--- config.mk ---
export PLATFORM = sky130hd
export DESIGN_NAME = alu_pipe
export DESIGN_NICKNAME = d
export VERILOG_FILES = /design/src/rtl/alu_pipe.sv
export SDC_FILE = /design/constraint.sdc
export NUM_CORES = 1
export LEC_CHECK = 0
export ABC_AREA = 1
export BUFFER_PORTS_ARGS = -buffer_cell sky130_fd_sc_hd__buf_2
export CAP_MARGIN = 20
export CORE_MARGIN = 3
export CORE_UTILIZATION = 55
export DETAILED_ROUTE_END_ITERATION = 10
export GPL_TIMING_DRIVEN = 0
export PLACE_DENSITY = 0.84
export SYNTH_ARGS = -nofsm -noshare
export SYNTH_HDL_FRONTEND = slang
export SYNTH_SLANG_ARGS = --single-unit
--- constraint.sdc ---
create_clock -name clk -period 3.97 [get_ports clk]
set_clock_uncertainty 0.15 [all_clocks]
set_input_delay 0.794 -clock clk [delete_from_list [all_inputs] [get_ports clk]]
set_output_delay 0.794 -clock clk [all_outputs]
set_load 0.02 [all_outputs]
--- src/rtl/alu_pipe.sv ---
// Two-stage pipelined ALU with valid/ready handshake and N/Z/V flags.
// Ports: clk, rst_n, flush, in_valid/in_ready, a, b, op, out_valid/out_ready, result, flags, illegal.
module alu_pipe #(
  parameter int WIDTH    = 16,
  parameter int LANE     = 4,
  parameter int SATURATE = 1
) (
  input  logic             clk,
  input  logic             rst_n,
  input  logic             flush,
  input  logic             in_valid,
  output logic             in_ready,
  input  logic [WIDTH-1:0] a,
  input  logic [WIDTH-1:0] b,
  input  logic [3:0]       op,
  output logic             out_valid,
  input  logic             out_ready,
  output logic [WIDTH-1:0] result,
  output logic [2:0]       flags,
  output logic             illegal
);
  localparam int M  = WIDTH - 1;
  localparam int SH = $clog2(WIDTH);
  localparam int NB = WIDTH / 8;
  localparam int NL = WIDTH / LANE;

  localparam logic [WIDTH-1:0] SMAX = {1'b0, {(WIDTH-1){1'b1}}};
  localparam logic [WIDTH-1:0] SMIN = {1'b1, {(WIDTH-1){1'b0}}};
  localparam logic [LANE-1:0]  LMAX = {1'b0, {(LANE-1){1'b1}}};
  localparam logic [LANE-1:0]  LMIN = {1'b1, {(LANE-1){1'b0}}};

  logic             rdy_q;
  logic             s1_valid;
  logic [WIDTH-1:0] s1_a;
  logic [WIDTH-1:0] s1_b;
  logic [3:0]       s1_op;
  logic             s2_load;
  logic             s1_adv;
  logic             in_fire;

  // rdy_q holds in_ready low until the first edge after reset release.
  assign s2_load  = !out_valid | out_ready;
  assign s1_adv   = s1_valid & s2_load;
  assign in_ready = rdy_q & (!s1_valid | s1_adv);
  assign in_fire  = in_valid & in_ready;

  always_ff @(posedge clk or negedge rst_n) begin
    if (!rst_n) begin
      rdy_q    <= 1'b0;
      s1_valid <= 1'b0;
      s1_a     <= '0;
      s1_b     <= '0;
      s1_op    <= '0;
    end else begin
      rdy_q <= 1'b1;
      if (flush) begin
        s1_valid <= 1'b0;
      end else if (in_fire) begin
        s1_valid <= 1'b1;
        s1_a     <= a;
        s1_b     <= b;
        s1_op    <= op;
      end else if (s1_adv) begin
        s1_valid <= 1'b0;
      end
    end
  end

  function automatic logic [WIDTH+7:0] sx8(input logic [7:0] x);
    return {{WIDTH{x[7]}}, x};
  endfunction

  // Overflow direction follows the sign of a for both add and subtract.
  function automatic logic [WIDTH-1:0] sat(
    input logic [WIDTH-1:0] r,
    input logic             ov,
    input logic             neg
  );
    if (SATURATE != 0 && ov) return neg ? SMIN : SMAX;
    return r;
  endfunction

  logic [SH-1:0]      amt;
  logic [WIDTH-1:0]   sum;
  logic [WIDTH-1:0]   dif;
  logic               ov_add;
  logic               ov_sub;
  logic [WIDTH+7:0]   red;
  logic [2*WIDTH-1:0] rot;
  logic [WIDTH-1:0]   padd;
  logic [LANE-1:0]    la;
  logic [LANE-1:0]    lb;
  logic [LANE-1:0]    ls;
  logic [WIDTH-1:0]   res_c;
  logic [2:0]         flg_c;
  logic               ill_c;

  assign amt = s1_b[SH-1:0];

  always_comb begin
    sum    = s1_a + s1_b;
    dif    = s1_a - s1_b;
    ov_add = (s1_a[M] == s1_b[M]) & (sum[M] != s1_a[M]);
    ov_sub = (s1_a[M] != s1_b[M]) & (dif[M] != s1_a[M]);
    rot    = {s1_a, s1_a} >> amt;
    red    = '0;
    for (int i = 0; i < NB; i++) begin
      red = red + sx8(s1_a[i*8 +: 8]) + sx8(s1_b[i*8 +: 8]);
    end
    padd = '0;
    la   = '0;
    lb   = '0;
    ls   = '0;
    for (int i = 0; i < NL; i++) begin
      la = s1_a[i*LANE +: LANE];
      lb = s1_b[i*LANE +: LANE];
      ls = la + lb;
      if (la[LANE-1] == lb[LANE-1] && ls[LANE-1] != la[LANE-1]) begin
        ls = la[LANE-1] ? LMIN : LMAX;
      end
      padd[i*LANE +: LANE] = ls;
    end
  end

  always_comb begin
    res_c = '0;
    flg_c = flags;
    ill_c = 1'b0;
    unique case (s1_op)
      4'b0000: begin
        res_c = sat(sum, ov_add, s1_a[M]);
        flg_c = {res_c[M], res_c == '0, ov_add};
      end
      4'b0001: begin
        res_c = sat(dif, ov_sub, s1_a[M]);
        flg_c = {res_c[M], res_c == '0, ov_sub};
      end
      4'b0010: begin
        res_c    = s1_a ^ s1_b;
        flg_c[1] = res_c == '0;
      end
      4'b0011: res_c = red[WIDTH-1:0];
      4'b0100: begin
        res_c    = s1_a << amt;
        flg_c[1] = res_c == '0;
      end
      4'b0101: begin
        res_c    = $signed(s1_a) >>> amt;
        flg_c[1] = res_c == '0;
      end
      4'b0110: begin
        res_c    = rot[WIDTH-1:0];
        flg_c[1] = res_c == '0;
      end
      4'b0111: res_c = padd;
      default: ill_c = 1'b1;
    endcase
  end

  always_ff @(posedge clk or negedge rst_n) begin
    if (!rst_n) begin
      out_valid <= 1'b0;
      result    <= '0;
      flags     <= '0;
      illegal   <= 1'b0;
    end else if (flush) begin
      out_valid <= 1'b0;
    end else if (s2_load) begin
      out_valid <= s1_valid;
      if (s1_valid) begin
        result  <= res_c;
        flags   <= flg_c;
        illegal <= ill_c;
      end
    end
  end
endmodule

==> results.cfg <==
[status]
status = completed

[timing]
slew_headroom_pct = 48.9
max_freq_mhz = 260
worst_pin_slew_ns = 0.763
setup_violations = 0
min_period_ns = 3.85
drv_slew = 0
finalCritPeriodShare_pct = 97.0
hold_violations = 0

[job]
cap_violations = 0

[die]
dieHeight_microns = 126
dieArea_sq_um = 15900
start_util_pct = 56.8
rows = 43
core_area_sq_um = 14000
die_x_microns = 126
pin_count = 63

[clocking]
cts.sinks = 59
cts_tree = yes
htreeDepth = 3
clock_latency_ns = 0.35
hold_buffers = 0
root_buffer = clkbuf_16
cts_buffers = 9
path_clk_slew_ns = 0.06
cts.path.max_buffers = 2

[routing]
vias = 9965
first_pass_iters = 8
drt_drc_violations_left = 0
first_iter_violations = 1413
drtAntennaViolNets = 0
wire_per_inst_microns = 20.0
routed_wl_mm = 33.0
vias_per_cell = 6.04

[synth]
syn_area_sq_um = 7940
synth_top_area_share_pct = 22.2
synth_top_cell_by_area = nand2_1
yosysMostFrequentCell = nand2_1
synth_seq_cells = 59
syn-instance-count = 1354
synthTopCellsByArea = nand2_1 (22%), dfrtp_1 (19%), nand3_1 (12%)
yosysWarnings = 0
synth_edf_count = 0
yosysSeqAreaShare_pct = 18.6
syn_nets = 1459
avgSynthCellArea_sq_um = 5.87
synth-main-ff-cell = dfrtp_1
synth_common_cells = nand2_1 (470), nand3_1 (186), nor2_1 (135)
async_reset_ff_share_pct = 100
synth.distinct_cells = 52

[finish]
nNetsFinal = 1569
num_antenna_cells = 0
syn2layout_area_growth_pct = 18.6
drive_gt1_share_pct = 16.2
fin_area_sq_um = 9420
n_fill_cell = 1324
postLayoutCoreUtil_pct = 67.4

[global_route]
grt_pass1_vias = 9300
grt_max_degree = 41
grt_usage_pct = 40.7
gr-total-overflow = 0
grt_pass1_wl_mm = 50.2
antenna_found_initial = 0

[worst_setup_path]
crit_start = s1_a[2]$_DFFE_PN0P_
critPathBufInv = 3
cp_top_family = adder cells
endpoint_kind = flip-flop
arrival_ns = 3.95
slowest_delay_ns = 0.53
cpMaxStageDelayCell = fa_1
worstPathRequired_ns = 4.07
crit_fanout = 5
crit_top_cell = nand2_1
timing.rr.start = s1_a[2]$_DFFE_PN0P_
critPathKind = reg2reg
cp-start-kind = flip-flop
path_cells = inv_1 -> fa_1 -> fa_1 -> inv_1 -> fa_2 -> nand2_1 -> inv_1 -> o21ai_2 -> nand2_1 -> nand2_1 -> nand2_1 -> a21oi_2 -> xor2_1 -> o211ai_1 -> o21ai_1 -> nand2_1

[pwr]
power.leakage_nw = 5.07
p_per_area_nw_per_um2 = 655
ir_worst_vdd_uv = 600

[placement]
io_buffers = 62
dpl_cell_area_sq_um = 8500
gp_congestion = 1.13
hpwl_mm = 25.8

[min_path]
hold_path.class = in2async
-- report_power, final --
part           total [mW]  leakage, nW  internal [mW]  switching (mW)
Sequential          0.856        0.683          0.734           0.122
Combinational        4.39         4.22           1.50            2.89
Clock               0.929        0.163          0.630           0.299
-- what timing repair did --
action	CTS	global route
pin swaps	6	14
setup endpoints to repair	18	17
resized for setup	36	65
cloned	0	1
setup buffers	9	31
-- state kept, by name, indices dropped and copies added, names as in the netlist --
signal     cells
result        16
s1_a          16
s1_b          16
s1_op          4
flags          3
illegal        1
out_valid      1
rdy_q          1
s1_valid       1
-- metal layers --
layer | routed length [microns] | GRT usage (%) | vias up
met1 | 12200 | 50.7 | 4540
met2 | 14600 | 64.4 | 636
met5 | 0 | 0 | -
met4 | 2460 | 24.9 | 0
li1 | - | - | 4613
met3 | 3630 | 8.95 | 176
-- layout make-up --
cell class	instances	area, sq um	share of cell area, %
clock buffer	12	246	2.62
sequential	59	1500	15.9
multi-input combinational	1092	5820	61.7
inverter	147	581	6.16
buffer	51	304	3.23
tap	180	225	2.39
timing repair inverter	1	8.76	0.0930
timing repair buffer	103	647	6.87
clock inverter	4	97.6	1.04
-- placed cells by master (no fill, tap or decap), types with 11 or more instances in the layout --
master / count
inv_2: 15
inv_1: 123
nand4_1: 17
buf_2: 67
ha_1: 34
nand2_2: 17
a21oi_1: 73
buf_4: 42
nand3_1: 182
o21ai_0: 37
fa_1: 22
clkbuf_1: 24
nor2_1: 135
dfrtp_1: 43
buf_6: 11
nand2_1: 462
dfrtp_2: 16
nor3_1: 12
-- cells by family (layout without fill, tap and decap cells) --
family | after synthesis | in the layout | share of synthesized area (%)
adders and majority gates | 64 | 64 | 12.3
DFF | 59 | 59 | 18.6
and+or+nand+nor | 848 | 848 | 45.1
muxes | 2 | 2 | 0.284
other | 1 | 1 | 0.0472
xor gates and xnor gates | 9 | 9 | 0.992
buffers and inverters | 203 | 318 | 10.6
AOI/OAI and AO/OA | 168 | 168 | 12.2
-- path summary, 6_finish.rpt --
path | to | slack [ns] | cells after the start
worst max register to register | result[7]$_DFFE_PN0P_ | 0.12 | 16
max in group asynchronous | s1_a[1]$_DFFE_PN0P_ | 2.76 | 2
worst max-delay path | result[7]$_DFFE_PN0P_ | 0.12 | 16
worst min register to register | result[10]$_DFFE_PN0P_ | 0.32 | 2
min in group clk | result[10]$_DFFE_PN0P_ | 0.32 | 2
worst min-delay path | result[4]$_DFFE_PN0P_ | 0.26 | 1
-- metrics by stage --
stage | setup WS [ns] | setup TNS (ns) | hold slack [ns] | power (mW) | instances
2_1_floorplan | 0.155 | 0 | 0.339 | 3.53 | 1354
3_3_place_gp | -0.933 | -11.99 | 0.310 | 4.64 | 1596
3_5_place_dp | -0.977 | -12.44 | 0.312 | 4.68 | 1597
4_1_cts | 0.00565 | 0 | 0.278 | 5.72 | 1619
5_1_grt | -0.0302 | -0.0587 | 0.298 | 6.62 | 1649
6_report | 0.120 | 0 | 0.259 | 6.17 | 1649
-- worst register-to-register path, delay by kind of cell, from the launching register on --
| kind | cells | cell delay, ns |
|---|---|---|
| AOI/OAI and AO/OA | 4 | 0.70 |
| xor gates and xnor gates | 1 | 0.26 |
| adders and majority gates | 3 | 1.45 |
| buffers and inverters | 3 | 0.29 |
| DFF | 1 | 0.50 |
| and+or+nand+nor | 5 | 0.40 |
Note: power is estimated with default switching activity, not from simulation.
